### config.mk
export PLATFORM = sky130hd
export DESIGN_NAME = clk_div_ctrl
export DESIGN_NICKNAME = d
export VERILOG_FILES = /design/src/rtl/clk_div_ctrl.sv
export SDC_FILE = /design/constraint.sdc
export NUM_CORES = 1
export LEC_CHECK = 0
export CORE_MARGIN = 1.5
export CORE_UTILIZATION = 65
export DETAILED_ROUTE_END_ITERATION = 10
export DONT_BUFFER_PORTS = 1
export PLACE_DENSITY = 0.82
export SLEW_MARGIN = 15
export SYNTH_ARGS = -nofsm -noshare
export SYNTH_HDL_FRONTEND = slang
export SYNTH_SLANG_ARGS = --single-unit
### constraint.sdc
create_clock -name clk -period 4.4 [get_ports clk]
set_input_delay 0.88 -clock clk [delete_from_list [all_inputs] [get_ports clk]]
set_output_delay 0.88 -clock clk [all_outputs]
set_load 0.1 [all_outputs]
### src/rtl/clk_div_ctrl.sv
// Runtime-programmable glitch-free clock divider: clk_out half-period = N clk cycles, N loaded over valid/ready.
// Ratio changes and stops wait for a phase boundary, so clk_out never shows a truncated phase.
module clk_div_ctrl #(
    parameter int WIDTH       = 8,
    parameter int DEFAULT_DIV = 2
) (
    input  logic             clk,
    input  logic             reset,
    input  logic             cfg_valid,
    output logic             cfg_ready,
    input  logic [WIDTH-1:0] cfg_div,
    input  logic             cfg_en,
    output logic             clk_out,
    output logic             tick,
    output logic             busy,
    output logic             err
);

    localparam logic [1:0] IDLE    = 2'd0;
    localparam logic [1:0] RUN     = 2'd1;
    localparam logic [1:0] PENDING = 2'd2;
    localparam logic [1:0] STOP    = 2'd3;

    localparam logic [WIDTH-1:0] ONE = {{(WIDTH-1){1'b0}}, 1'b1};

    logic [1:0]       state;
    logic [WIDTH-1:0] cnt;
    logic [WIDTH-1:0] div_act;
    logic [WIDTH-1:0] div_pend;
    logic             track;

    logic accept;
    logic div_zero;
    logic load;
    logic boundary;

    always_comb begin
        cfg_ready = (state == IDLE) || (state == RUN);
        accept    = cfg_valid && cfg_ready;
        div_zero  = (cfg_div == '0);
        load      = accept && !div_zero;
        // Comparing against div_act-1 keeps N = 2^WIDTH-1 legal without widening cnt.
        boundary  = (state != IDLE) && (cnt == div_act - ONE);
        busy      = (state != IDLE);
        clk_out   = ~track;
    end

    always_ff @(posedge clk or posedge reset) begin
        if (reset) begin
            state    <= IDLE;
            cnt      <= '0;
            div_act  <= WIDTH'(DEFAULT_DIV);
            div_pend <= WIDTH'(DEFAULT_DIV);
            track    <= 1'b0;
            tick     <= 1'b0;
            err      <= 1'b0;
        end else begin
            tick <= boundary;
            err  <= accept && div_zero;
            case (state)
                IDLE: begin
                    cnt   <= '0;
                    track <= 1'b0;
                    if (load) begin
                        div_act <= cfg_div;
                        if (cfg_en) begin
                            state <= RUN;
                        end
                    end
                end
                RUN, PENDING, STOP: begin
                    if (boundary) begin
                        cnt   <= '0;
                        track <= ~track;
                    end else begin
                        cnt <= cnt + ONE;
                    end
                    // A boundary on the accept edge uses the old ratio; a new one waits for the next boundary.
                    if (state == RUN && load) begin
                        if (cfg_en) begin
                            div_pend <= cfg_div;
                            state    <= PENDING;
                        end else begin
                            state <= STOP;
                        end
                    end else if (state == PENDING && boundary) begin
                        div_act <= div_pend;
                        state   <= RUN;
                    end else if (state == STOP && boundary && track) begin
                        state <= IDLE;
                    end
                end
                default: begin
                    state <= IDLE;
                end
            endcase
        end
    end

endmodule

==> results of run 1 <==
metrics by stage:
step           hold slack [ns]  util [%]  std cells  worst slack [ns]  area, um^2
6_report                 0.518      71.6        172              1.65        1570
5_1_grt                  0.545      71.6        172              1.45        1570
4_1_cts                  0.519      71.6        172              1.65        1570
3_5_place_dp             0.500      68.9        164              1.65        1510
3_3_place_gp             0.485      68.9        164              1.87        1510
2_1_floorplan            0.473         -        139              2.00        1490
path summary, 6_finish.rpt:
| kind | from | endpoint | slack, ns |
|---|---|---|---|
| max | div_act[1] | div_act[4] | 1.65 |
| min | div_pend[7] | div_pend[7] | 0.52 |
| max reg2reg | div_act[1] | div_act[4] | 1.65 |
| min reg2reg | div_pend[7] | div_pend[7] | 0.52 |
| max in group asynchronous | reset | div_pend[5] | 3.39 |
| min in group asynchronous | reset | tick | 0.54 |
cell usage after synthesis, drive strengths merged (2+ instances only):
master	number	area, um^2
dfrtp	27	676
nor2	14	52.6
nand2	10	37.5
xor2	10	87.6
mux2	8	90.1
o221a	8	90.1
or2	8	52.6
inv	7	26.3
nand3	6	30.0
xnor2	5	43.8
and3	3	18.8
or3	3	18.8
a21oi	2	10.0
clkbuf	2	7.51
dfstp	2	52.6
ha	2	25.0
nor3	2	15.0
nor4	2	12.5
o21ai	2	10.0
where the power goes:
part / leakage (uW) / internal, uW / total [uW] / switching [uW]
sequential: 0.000378 / 266 / 266 / 0
combinational: 0.000296 / 0.432 / 5.57 / 5.14
clock: 0.0000326 / 78.7 / 166 / 87.4
total: 0.000707 / 346 / 438 / 92.5
sequential cells by signal (all words and copies together), names as in the netlist:
register  flops
track         1
div_pend      8
state         2
tick          1
div_act       8
err           1
cnt           8
area by class of cell:
cell class	count	area (um^2)	share of cell area, %
inverter	7	26.3	1.68
multi-input combinational	100	719	45.9
sequential	29	728	46.4
tap	28	35.0	2.23
clock buffer	8	58.8	3.75
cell families (layout without fill, tap and decap cells):
group	after synthesis	count (layout)	synth area share, %
mux	8	8	6.04
simple gates	53	53	18.4
compound gates	22	22	13.3
xor+xnor	15	15	8.80
flops	29	29	48.8
fa+ha+maj	2	2	1.68
buf+inv	10	15	3.02
layer usage:
metal | up-vias | routed length (um) | GRT usage, %
li1 | 509 | - | -
met1 | 539 | 1210 | 31.4
met2 | 32 | 1480 | 45.2
met3 | 5 | 172 | 10.2
met4 | 0 | 47 | 10.8
met5 | - | 0 | 0
cell usage in the layout, fill, tap and decap left out, types with 2 or more instances in the layout:
cell type / n
dfrtp_1: 27
nor2_1: 14
nand2_1: 10
xor2_1: 10
mux2_2: 8
o221a_2: 8
inv_1: 6
nand3_1: 6
or2_2: 6
xnor2_1: 5
clkbuf_4: 5
or3_1: 3
and3_1: 3
nor4_1: 2
a21oi_1: 2
ha_1: 2
clkbuf_1: 2
dfstp_2: 2
critical path: stages (launching register included):
cell,delay [ns]
dfstp_2,0.56
inv_1,0.05
ha_1,0.25
o21ba_2,0.23
a221oi_1,0.33
a41oi_1,0.08
a211o_1,0.43
o21ai_1,0.48
o221a_2,0.30
==> impl_metrics.csv, run 1 <==
group,metric,value,unit
timing,worst_slew_pin_slew,0.991,ns
power_and_ir_drop,vdd_ir_drop_max,0.262,mV
floorplan,die_x,50.9,um
routing,routed_wl,2900,um
routing,dr.pass1.iters,4,
timing,rsz0062_at_grt,"no",
power_and_ir_drop,p_leak,0.000707,uW
timing,slew_headroom,33.5,%
logic_synthesis,async_flop_share,100,%
logic_synthesis,syn_area,1490,um^2
timing,slew_viol_final,0,
global_routing,overflow,0,
timing,finalCritPeriodShare,62.4,%
timing,final_hold_viol_count,0,
floorplan,die_y,50.9,um
cts,cts_buffers,5,
logic_synthesis,ys_ff_latch,29,
timing,setup_viol,0,
logic_synthesis,synthCells,139,
global_routing,antenna_found_initial,0,
logic_synthesis,ys.flop_type,"dfrtp_1",
setup_path,worst_setup_path_start_kind,"flip-flop",
cts,insertion_delay,0.32,ns
setup_path,cp-end-kind,"flip-flop",
routing,antenna_violating_nets_post_route,0,
floorplan,io_pins,17,
timing,clock.fmax,364,MHz
setup_path,worst-setup-path-type,"reg2reg",
floorplan,die_area,2590,um^2
layout,drive_gt1_share,22.9,%
logic_synthesis,synth-seq-area-share,48.8,%
layout,nNetsFinal,157,
logic_synthesis,yosysWarningCount,0,
setup_path,arrival,3.01,ns
global_routing,grt_pass1_wl,5010,um
cts,ctsHtreeMaxLevel,2,
worst_hold_path,hold_class,"reg2reg",
power_and_ir_drop,cellPowerDensity,279,nW/um^2
cts,clk_pin_slew_worst_paths,0.09,ns
layout,area_delta_synth_final,5.03,%
cts,cts.sinks,29,
global_routing,grt_max_degree,30,
logic_synthesis,synth-edff-count,0,
timing,fin_crit,2.75,ns
placement,dpl.hpwl,2130,um
routing,vias_per_cell,6.31,
worst_hold_path,min_path_cells,1,
cts,cts_tree,"built",
logic_synthesis,avgSynthCellArea,10.7,um^2
floorplan,rows,17,
timing,finalClockSkew,0.00832,ns
cts,cts_resized,0,
cts,cts_hold_buf,0,
setup_path,required,4.67,ns
outcome,status,"complete, no violations",
cts,cts_post_setup_buffers_inserted,0,
layout,antenna_cells,0,
setup_path,r2r_cells,8,
global_routing,grt_pass1_vias,1120,
cts,cts-root-buf,"clkbuf_4",
placement,gp_congestion,0.874,
routing,vias,1085,
placement,io_buffers,0,
run,maxCapViolCount,0,
power_and_ir_drop,total_power,438,uW
routing,drc,0,
layout,nFillCells,169,
routing,wl_per_cell,16.9,um
floorplan,start_util,68.1,%
routing,drt-initial-drc-count,25,
floorplan,core,2190,um^2
cts,clk_path_buf_depth,2,
setup_path,cp_max_fo,11,
logic_synthesis,synthDistinctLibCells,39,
timing,tns,0,ns
logic_synthesis,postSynthNetCount,153,
global_routing,grt.total_usage,27.1,%
(Power assumes the default switching activity.)
==> run 2: changes to the inputs <==
--- a/config.mk
+++ b/config.mk
@@ -6,10 +6,10 @@
 export NUM_CORES = 1
 export LEC_CHECK = 0
 export CORE_MARGIN = 1.5
-export CORE_UTILIZATION = 65
+export CORE_UTILIZATION = 55
 export DETAILED_ROUTE_END_ITERATION = 10
 export DONT_BUFFER_PORTS = 1
-export PLACE_DENSITY = 0.82
+export PLACE_DENSITY = 0.74
 export SLEW_MARGIN = 15
 export SYNTH_ARGS = -nofsm -noshare
 export SYNTH_HDL_FRONTEND = slang
==> constraint.sdc (replaced) <==
create_clock -name clk -period 2.2 [get_ports clk]
set_input_delay 0.44 -clock clk [delete_from_list [all_inputs] [get_ports clk]]
set_output_delay 0.44 -clock clk [all_outputs]
set_load 0.1 [all_outputs]
==> impl_metrics.csv, run 2 (synthesis results as in run 1) <==
group,metric,value,unit
setup_path,max_stage_delay,0.56,ns
outcome,failed_checks,"setup timing",
floorplan,io_pins,17,
power_and_ir_drop,cellPowerDensity,549,nW/um^2
setup_path,critical_path.cell_chain,"inv_2 -> ha_4 -> o21ba_4 -> a221oi_4 -> a41oi_2 -> a211o_1 -> or2_4 -> o221a_2",
placement,io_buffers,0,
timing,tns,-1.15,ns
routing,routed_wl,3130,um
cts,ctsHtreeMaxLevel,2,
global_routing,grt_pass1_vias,1085,
layout,area_delta_synth_final,22.4,%
global_routing,grt_pass1_wl,4770,um
layout,nFillCells,167,
routing,wl_per_cell,16.2,um
floorplan,die_x,55.1,um
timing,setup_viol,19,
setup_path,critical-path-top-delay-family,"compound AO/OA/AOI/OAI gates",
outcome,status,"complete, but fails checks",
setup_path,worst_setup_path_start_kind,"flip-flop",
power_and_ir_drop,p_sw,197,uW
layout,mostFrequentLayoutCells,"27 x dfrtp_1, 18 x buf_4, 13 x nor2_1",
power_and_ir_drop,power_frac_comb,1.3,%
timing,rsz0062_at_grt,"yes",
power_and_ir_drop,sw_frac_of_total,19.6,%
routing,drc,0,
cts,cts.sinks,29,
global_routing,grt.total_usage,23.8,%
placement,gp_congestion,0.818,
cts,clk_path_buf_depth,2,
timing,final_hold_viol_count,0,
power_and_ir_drop,vdd_ir_drop_max,0.806,mV
floorplan,die_y,55.1,um
floorplan,die_area,3040,um^2
layout,antenna_cells,0,
timing,slew_viol_final,0,
placement,dpl.hpwl,2160,um
timing,clock.fmax,429,MHz
cts,cts_tree,"built",
power_and_ir_drop,clkPwrFrac,45.6,%
power_and_ir_drop,pwr-share-seq,53.1,%
routing,vias,1107,
layout,nNetsFinal,176,
power_and_ir_drop,p_leak,0.000837,uW
setup_path,cpMaxStageDelayCell,"dfstp_2",
run,maxCapViolCount,0,
timing,finalCritPeriodShare,106,%
worst_hold_path,hold_class,"in2async",
global_routing,grt_max_degree,30,
layout,drive_gt1_share,38.0,%
timing,worst_slew_pin_slew,0.971,ns
routing,vias_per_cell,5.74,
setup_path,cp_max_fo,7,
cts,clk_pin_slew_worst_paths,0.09,ns
setup_path,required,2.43,ns
timing,finalClockSkew,0.00917,ns
floorplan,start_util,59.2,%
layout,final_common_cell,"dfrtp_1",
setup_path,arrival,2.56,ns
cts,cts_hold_buf,0,
routing,drt-initial-drc-count,14,
cts,insertion_delay,0.33,ns
timing,fin_ws,-0.130,ns
power_and_ir_drop,total_power,1000,uW
floorplan,rows,18,
setup_path,path_buf_inv,1,
routing,dr.pass1.iters,4,
global_routing,overflow,0,
layout,reg.largest.list,"cnt x8, div_act x8, div_pend x8",
setup_path,worst-setup-path-type,"reg2reg",
routing,antenna_violating_nets_post_route,0,
timing,fin_crit,2.33,ns
cts,cts_buffers,5,
floorplan,core,2520,um^2
power_and_ir_drop,intPower,806,uW
global_routing,antenna_found_initial,0,
timing,slew_headroom,35.2,%
cts,cts-root-buf,"clkbuf_4",
setup_path,cp-end-kind,"flip-flop",
run 2: path summary, 6_finish.rpt:
| check | from | end | slack, ns | depth (start not counted) |
|---|---|---|---|---|
| max reg2reg | div_act[1] | div_act[3] | -0.13 | 8 |
| min in group clk | cfg_valid | err | 0.25 | 2 |
| max | div_act[1] | div_act[3] | -0.13 | 8 |
| max in group asynchronous | reset | div_pend[1] | 1.82 | 2 |
| min reg2reg | div_pend[7] | div_pend[7] | 0.51 | 1 |
| min | reset | cnt[5] | 0.07 | 2 |
run 2: what timing repair did:
action	4_1_cts	5_1_grt
resized for setup	3	9
setup buffers	2	3
endpoints found under the setup margin	16	18
pin swaps	2	2
run 2: area by class of cell:
| cell class | instances | area (um^2) | area share, % |
|---|---|---|---|
| Timing Repair Buffer | 19 | 146 | 8.01 |
| Tap cell | 30 | 37.5 | 2.05 |
| Sequential cell | 29 | 728 | 39.9 |
| Clock buffer | 7 | 55.1 | 3.01 |
| Clock inverter | 1 | 30.0 | 1.64 |
| Inverter | 7 | 26.3 | 1.44 |
| Multi-Input combinational cell | 100 | 803 | 44.0 |
run 2: power by group through the flow:
stage                     registers, uW  logic, uW  clock network [uW]
after floorplan                     543       8.95                   0
after global placement              543       12.8                   0
after detailed placement            543       13.1                   0
after CTS                           533       13.1                 470
after global routing                533       15.4                 486
final                               533       12.5                 457
run 2: metal layers:
layer	global-route usage, %	routed length [um]	share of wire, %
met1	27.7	1280	41
met2	38.7	1630	52
met3	7.80	124	4.0
met4	13.0	94	3.0
met5	0	0	0
run 2: through the flow:
step	utilization (%)	hold slack (ns)	instances	cell area, um^2	setup slack (ns)
global placement	64.8	0.410	180	1640	-0.0310
finish	72.4	0.0692	193	1830	-0.130
global route	72.4	0.0887	193	1830	-0.191
CTS	69.5	0.0380	190	1750	-0.0964
floorplan	-	0.473	139	1510	-0.0401
detailed placement	64.8	0.415	180	1640	-0.111
